## src/rtl/sha256_msg_padder.sv

```systemverilog
`default_nettype none
// ============================================================================
// Module   : sha256_msg_padder
// Purpose  : Packs a byte stream into FIPS 180-4 padded 512-bit SHA-256 blocks.
// Revision : 1.0 - initial release
// ============================================================================
module sha256_msg_padder #(
    parameter int LEN_W = 64
) (
    input  logic         clk,
    input  logic         rst,
    input  logic         in_valid,
    output logic         in_ready,
    input  logic [7:0]   in_data,
    input  logic         in_last,
    output logic         blk_valid,
    input  logic         blk_ready,
    output logic [511:0] blk_data,
    output logic         blk_last
);

    typedef enum logic [0:0] {
        ST_FILL = 1'b0,
        ST_EMIT = 1'b1
    } state_t;

    state_t             state_q;
    logic [511:0]       data_q;
    logic [6:0]         byte_cnt_q;
    logic [LEN_W-1:0]   bit_len_q;
    logic               pend_extra_q;
    logic               extra_marker_q;
    logic               blk_last_q;
    logic               blk_valid_q;
    logic               in_ready_q;

    logic [6:0]         w_cnt_inc;
    logic [LEN_W-1:0]   w_len_inc;
    logic [63:0]        w_len_fld_inc;
    logic [63:0]        w_len_fld;
    logic [511:0]       data_d;
    logic               w_accept;

    assign w_accept      = in_valid && in_ready_q;
    assign w_cnt_inc     = byte_cnt_q + 7'd1;
    assign w_len_inc     = bit_len_q + LEN_W'(8);
    assign w_len_fld_inc = 64'(w_len_inc);
    assign w_len_fld     = 64'(bit_len_q);

    // Buffer is cleared at every message/block start, so only non-zero bytes
    // need writing here; byte k lives at bits [511-8k -: 8] == [(63-k)*8 +: 8].
    always_comb begin
        data_d = data_q;
        data_d[{~byte_cnt_q[5:0], 3'b000} +: 8] = in_data;
        if (in_last) begin
            if (w_cnt_inc <= 7'd55) begin
                data_d[{~w_cnt_inc[5:0], 3'b000} +: 8] = 8'h80;
                data_d[63:0] = w_len_fld_inc;
            end else if (w_cnt_inc <= 7'd63) begin
                data_d[{~w_cnt_inc[5:0], 3'b000} +: 8] = 8'h80;
            end
        end
    end

    always_ff @(posedge clk or posedge rst) begin
        if (rst) begin
            state_q        <= ST_FILL;
            data_q         <= '0;
            byte_cnt_q     <= '0;
            bit_len_q      <= '0;
            pend_extra_q   <= 1'b0;
            extra_marker_q <= 1'b0;
            blk_last_q     <= 1'b0;
            blk_valid_q    <= 1'b0;
            in_ready_q     <= 1'b0;
        end else begin
            case (state_q)
                ST_FILL: begin
                    in_ready_q <= 1'b1;
                    if (w_accept) begin
                        data_q    <= data_d;
                        bit_len_q <= w_len_inc;
                        if (in_last) begin
                            byte_cnt_q  <= w_cnt_inc;
                            state_q     <= ST_EMIT;
                            in_ready_q  <= 1'b0;
                            blk_valid_q <= 1'b1;
                            if (w_cnt_inc <= 7'd55) begin
                                blk_last_q <= 1'b1;
                            end else begin
                                blk_last_q     <= 1'b0;
                                pend_extra_q   <= 1'b1;
                                extra_marker_q <= (w_cnt_inc == 7'd64);
                            end
                        end else if (w_cnt_inc == 7'd64) begin
                            byte_cnt_q  <= '0;
                            state_q     <= ST_EMIT;
                            in_ready_q  <= 1'b0;
                            blk_valid_q <= 1'b1;
                            blk_last_q  <= 1'b0;
                        end else begin
                            byte_cnt_q <= w_cnt_inc;
                        end
                    end
                end
                ST_EMIT: begin
                    if (blk_ready) begin
                        if (pend_extra_q) begin
                            // Back-to-back length-only block, no idle cycle.
                            data_q       <= {(extra_marker_q ? 8'h80 : 8'h00), 440'd0, w_len_fld};
                            blk_last_q   <= 1'b1;
                            pend_extra_q <= 1'b0;
                        end else begin
                            if (blk_last_q) begin
                                bit_len_q  <= '0;
                                byte_cnt_q <= '0;
                            end
                            data_q      <= '0;
                            blk_last_q  <= 1'b0;
                            blk_valid_q <= 1'b0;
                            in_ready_q  <= 1'b1;
                            state_q     <= ST_FILL;
                        end
                    end
                end
                default: begin
                    state_q <= ST_FILL;
                end
            endcase
        end
    end

    assign in_ready  = in_ready_q;
    assign blk_valid = blk_valid_q;
    assign blk_data  = data_q;
    assign blk_last  = blk_last_q;

endmodule
`default_nettype wire

```

## config.mk

```make
export PLATFORM = sky130hd
export DESIGN_NAME = sha256_msg_padder
export DESIGN_NICKNAME = d
export VERILOG_FILES = /design/src/rtl/sha256_msg_padder.sv
export SDC_FILE = /design/constraint.sdc
export NUM_CORES = 2
export LEC_CHECK = 0
export ABC_AREA = 1
export CAP_MARGIN = 0
export CORE_MARGIN = 1.5
export CORE_UTILIZATION = 45
export CTS_BUF_LIST = sky130_fd_sc_hd__clkbuf_16
export DETAILED_ROUTE_END_ITERATION = 8
export GPL_TIMING_DRIVEN = 0
export HOLD_SLACK_MARGIN = 0.06
export PLACE_DENSITY_LB_ADDON = 0.08
export SLEW_MARGIN = 20
export SYNTH_ARGS = -nofsm -noshare
export SYNTH_HDL_FRONTEND = slang
export SYNTH_SLANG_ARGS = --single-unit
```

## constraint.sdc

```tcl
create_clock -name clk -period 17.6 [get_ports clk]
set_input_delay 1.76 -clock clk [delete_from_list [all_inputs] [get_ports clk]]
set_output_delay 1.76 -clock clk [all_outputs]
set_load 0.03 [all_outputs]
```

Yosys cells after proc, flatten, opt, wreduce, memory -nomap -nowiden

Cells that the tools add are included.

Add/subtract/negate cells: 4
Magnitude comparators: 2
Equal/unequal tests: 8
Shifts and indexed selects: 4
Multiplexer cells: 51
Bitwise operators: 4
Reductions and logical operators: 8

Operators by type and width:

| kind                                                                             | count |
|---|---|
| 512-bit two-way mux                                                              | 6 |
| 512-bit bitwise mux                                                              | 2 |
| 512-bit one-hot mux with 2 select lines                                          | 1 |
| 8-bit by 11-bit variable shift with 512-bit output, first input constant         | 2 |
| 8-bit by 11-bit indexed part select with 512-bit output                          | 1 |
| 8-bit by 11-bit indexed part select with 512-bit output, first input constant    | 1 |
| 64-bit two-way mux                                                               | 4 |
| 64-bit one-hot mux with 2 select lines                                           | 1 |
| 64-bit by 4-bit adder with 64-bit output, second input constant                  | 1 |
| 7-bit two-way mux                                                                | 6 |
| 1-bit two-way mux                                                                | 24 |
| 9-bit negation with 11-bit output                                                | 2 |
| 4-bit AND reduction                                                              | 4 |
| 7-bit by 6-bit less-or-equal comparator with 1-bit output, second input constant | 2 |
| 7-bit one-hot mux with 2 select lines                                            | 1 |
| 6-bit NOT                                                                        | 2 |
| 2-bit inequality test, second input constant                                     | 5 |
| 1-bit one-hot mux with 2 select lines                                            | 5 |
| 8-bit two-way mux                                                                | 1 |
| 7-bit by 1-bit adder with 7-bit output, second input constant                    | 1 |
| 7-bit == test, second input constant                                             | 1 |
| 2-bit AND reduction                                                              | 2 |
| 3-bit inequality test, second input constant                                     | 1 |
| 3-bit AND reduction                                                              | 1 |
| other kinds (3)                                                                  | 4 |

Register bits: 589
Input bits: 13
Output and inout bits: 515
Word-level logic and storage cells: 90

Longest topological paths before layout

Depth in word-level cells: 10
Gate-level depth with buffers: 18
Gate-level depth less buffers: 17

Worst setup path after synthesis

Ideal clock, no wire load.

Path type: input port to flip-flop
Start point: input in_data[1]
End point: register data_q[25], in the netlist blk_data[25]
Setup time: 77 ps
Arrival time: 3101 ps
Required time: 17523 ps
Path slack: 14421 ps
Cell stages on the path: 9
Path buffers: 1
Cells stage by stage: clkbuf_1 clkinv_1 nor3_1 inv_1 o21ai_0 inv_1 a21oi_1 nand2_1 a21oi_1

Word-level cells in the longest chain between the ends: 8

Ends and longest elaborated chain:

| element                                                     | line | source |
|---|---|---|
| start: declaration                                          | 14   | `input logic [7:0] in_data,` |
| 8-bit by 11-bit indexed part select with 512-bit output (*) | 54   | `data_d[{~byte_cnt_q[5:0], 3'b000} +: 8] = in_data;` |
| 512-bit bitwise mux (*)                                     | 54   |  |
| 512-bit bitwise mux                                         | 60   | `data_d[{~w_cnt_inc[5:0], 3'b000} +: 8] = 8'h80;` |
| 512-bit two-way mux                                         | 59   | `end else if (w_cnt_inc <= 7'd63) begin` |
| 512-bit two-way mux                                         | 56   | `if (w_cnt_inc <= 7'd55) begin` |
| 512-bit two-way mux (*)                                     | 55   | `if (in_last) begin` |
| 512-bit two-way mux (*)                                     | 80   | `if (w_accept) begin` |
| 512-bit one-hot mux with 2 select lines (*)                 | 77   | `case (state_q)` |
| end signal: assignment                                      | 81   | `data_q <= data_d;` |
| end signal: assignment                                      | 110  | `data_q <= {(extra_marker_q ? 8'h80 : 8'h00), 440'd0, w_len_fld};` |
| end: declaration                                            | 28   | `logic [511:0] data_q;` |

Every way passes the cells marked *; elsewhere a longest branch is shown, timed or not. The select of a mux whose other input is x is not followed.
A chain may end at the register's enable or synchronous reset.

Worst setup path in the final report

Start point: input in_data[0]
End point: register data_q[232], in the netlist blk_data[232]

Word-level cells in the longest chain between the ends: 8

Ends and longest elaborated chain:

| element                                                     | line |
|---|---|
| 8-bit by 11-bit indexed part select with 512-bit output (*) | 54 |
| 512-bit bitwise mux (*)                                     | 54 |
| 512-bit bitwise mux                                         | 57, 60 |
| 512-bit two-way mux                                         | 59 |
| 512-bit two-way mux                                         | 56 |
| 512-bit two-way mux (*)                                     | 55 |
| 512-bit two-way mux (*)                                     | 80 |
| 512-bit one-hot mux with 2 select lines (*)                 | 77 |

Marked as above.

==> flow_summary.yaml <==
global_routing:
  grt_use_total_pct: 39.7
  grt_overflow_total: 0
  grt_max_degree: 33
  antenna_found_initial: 3
  grt_pass1_vias: 31400
  grt_pass1_wl_um: 208000
clock_tree:
  cts.sinks: 586
  post_cts.repair.setup_buffers: 0
  cts_resized: 0
  clockBufferDepth: 3
  h-tree-depth: 3
  clock_latency_ps: 630
  clk_pin_slew_worst_paths_ps: 60
  holdBufCountCts: 0
  cts_tree: "yes"
  cts_buffers: 69
  root_buffer: "clkbuf_16"
setup_path:
  timing.reg2reg.setup_slack_ps: 13310
  endpoint: "blk_data[232]"
  crit_arrival_ps: 5650
  crit_path_start_kind: "primary input"
  path_class: "primary input to flip-flop"
  r2r-start: "byte_cnt_q[0]"
  r2r_cells: 15
  worst_ep_required_time_ps: 18140
  crit_start: "in_data[0]"
  path_max_fanout: 8
  cp-end-kind: "flip-flop"
  r2r_end: "blk_data[39]"
die:
  dieArea_mm2: 0.0719
  ios: 528
  start_util_pct: 45.3
  fp.coreArea_mm2: 0.0698
  die_w_um: 268
  dieHeight_um: 268
  fp-row-count: 97
placed_design:
  dp_hpwl_um: 112000
  gp_congestion: 1.04
  portBuffers: 523
  dp.cells: 5792
yosys:
  yosys-top-cells-area: "dfrtp_1, nand2_1, o21ai_0, inv_1, o22ai_1"
  synth-seq-cells: 586
  yosys.area.top_type: "dfrtp_1"
  yosys.cell_count.top_type: "nand2_1"
  synthDistinctLibCells: 47
  yosys-top-cells-count: "nand2_1, dfrtp_1, o21ai_0"
  ys_warn_count: 0
  synth_edf_count: 0
  ys_async_sr_fraction_pct: 100
  synthFlopType: "dfrtp_1"
  mappedNetlistArea_mm2: 0.0316
  yosysTopAreaCellShare_pct: 46.4
  netlist_instances: 4308
  avgSynthCellArea_um2: 7.34
  yosysSeqAreaShare_pct: 46.4
  syn-num-nets: 4328
route:
  wl_um: 146000
  wl_per_cell_um: 24.8
  firstDrtPassIters: 7
  drt_iter0_markers: 3976
  viasPerCell: 5.77
  drt.antenna.violating_nets: 0
  drc: 0
  vias: 34100
finish:
  fill_cells: 6550
  instances_no_fill: 5913
  nNetsFinal: 4943
  syn_to_final_growth_pct: 28.2
  multiInputGateArea_mm2: 0.0143
  drive_above_1_share_pct: 5.67
  seq_area_mm2: 0.0147
timing:
  max_freq_mhz: 196
  timing.final.hold_violations: 0
  tightest_slew_ps: 1210
  setup_viol: 0
  setup_tns_ps: 0
  fin_crit_sh_pct: 29.0
  relSlewSlack_pct: 19.6
  fin_skew_ps: 24.3
  min_period_ps: 5110
  drv_slew: 0
  rsz0062_at_grt: "false"
power:
  ir_drop_mv: 0.109
  power_density_mw_per_mm2: 176
  leakage_nw: 18.1
job:
  maxCapViolations: 0
min_path:
  holdCritPathClass: "flip-flop to flip-flop"
status:
  outcome: "finished, final reports clean"
-- layout by cell type (no fill, tap or decap), types with 4 or more instances in the layout --
cell	netlist	final
nand2_1	1153	1153
dfrtp_1	586	586
o21ai_0	574	574
clkdlybuf4s50_1	0	523
inv_1	428	441
nor2_1	319	319
a21oi_1	251	251
o22ai_1	226	226
clkbuf_1	154	149
o21ai_1	127	127
nand3_1	109	109
clkbuf_16	0	70
nor3_1	64	64
xor2_1	48	48
nand4_1	36	36
nand2_2	35	35
buf_2	34	34
clkinv_1	5	24
inv_2	22	22
buf_1	20	20
buf_12	0	20
nor2_2	14	14
or2_2	13	13
buf_4	12	12
clkinv_2	0	8
nand3_2	7	7
ha_1	7	7
nor2_4	6	6
nor3_2	6	6
o21ai_2	6	6
clkbuf_2	0	5
o31ai_1	5	5
buf_6	4	4
a22o_1	4	4
a21oi_2	4	4
-- routing by layer --
metal / vias up / GRT usage [%] / routed length, µm
met2: 1947 / 60.3 / 64600
li1: 15400 / - / -
met1: 16300 / 51.4 / 56900
met4: 0 / 23.5 / 9640
met3: 434 / 9.49 / 15300
met5: - / 0 / 0
-- worst min path at each step --
stage | start | to | slack [ps] | cells past startpoint
floorplan | extra_marker_q | extra_marker_q | 450 | 2
finish | blk_data[407] | blk_data[407] | 510 | 2
global placement | extra_marker_q | extra_marker_q | 490 | 2
detailed placement | blk_data[315] | blk_data[315] | 490 | 2
global route | blk_data[442] | blk_data[442] | 530 | 2
CTS | blk_data[315] | blk_data[315] | 510 | 2
-- cell type report --
cell class,instances,share of cell area [%]
Antenna cell,3,0.0185
Buffer,224,2.38
Clock buffer,70,4.32
Clock inverter,48,0.768
Inverter,456,4.24
Multi-Input combinational cell,3042,35.3
Sequential cell,586,36.2
Tap cell,940,2.90
Timing Repair Buffer,544,14.0
-- flip-flops by register name, indices dropped and copies added (netlist names) --
signal	count
byte_cnt_q	7
state_q	1
blk_data	512
in_ready	1
pend_extra_q	1
bit_len_q	61
blk_last	1
blk_valid	1
extra_marker_q	1
-- through the flow --
stage | hold WS, ps | worst slack [ps] | cell area [µm²] | utilization, % | power, mW
2_1_floorplan | 453 | 7850 | 31600 | - | 4.08
3_3_place_gp | 485 | 3510 | 38100 | 54.5 | 5.65
3_5_place_dp | 493 | 12090 | 38500 | 55.1 | 5.68
4_1_cts | 507 | 12730 | 40500 | 58.1 | 7.05
5_1_grt | 528 | 12640 | 40600 | 58.1 | 7.44
6_report | 507 | 12490 | 40600 | 58.1 | 7.16
-- power by group --
group / internal, mW / total (mW) / leakage [nW] / switching, mW
clock network: 0.763 / 1.37 / 1.07 / 0.606
logic: 1.13 / 3.74 / 9.08 / 2.61
registers: 1.70 / 2.05 / 7.96 / 0.346
-- worst max-delay path, cell delays in order --
cell,delay (ps)
clkdlybuf4s50_1,1090
clkinv_1,690
nor3_1,1110
nand2_1,520
nor2_1,210
o21ai_0,110
o22ai_1,140
-- cells by family after synthesis --
group / after synthesis / synth area share, %
XOR/XNOR: 48 / 1.33
AO/OA/AOI/OAI: 1208 / 20.3
adder cells (fa/ha/maj): 7 / 0.277
flip-flops: 586 / 46.4
buffers and inverters: 680 / 8.45
AND/OR/NAND/NOR: 1775 / 23.2
multiplexers: 4 / 0.131
Note: power is estimated with default switching activity, not from simulation.
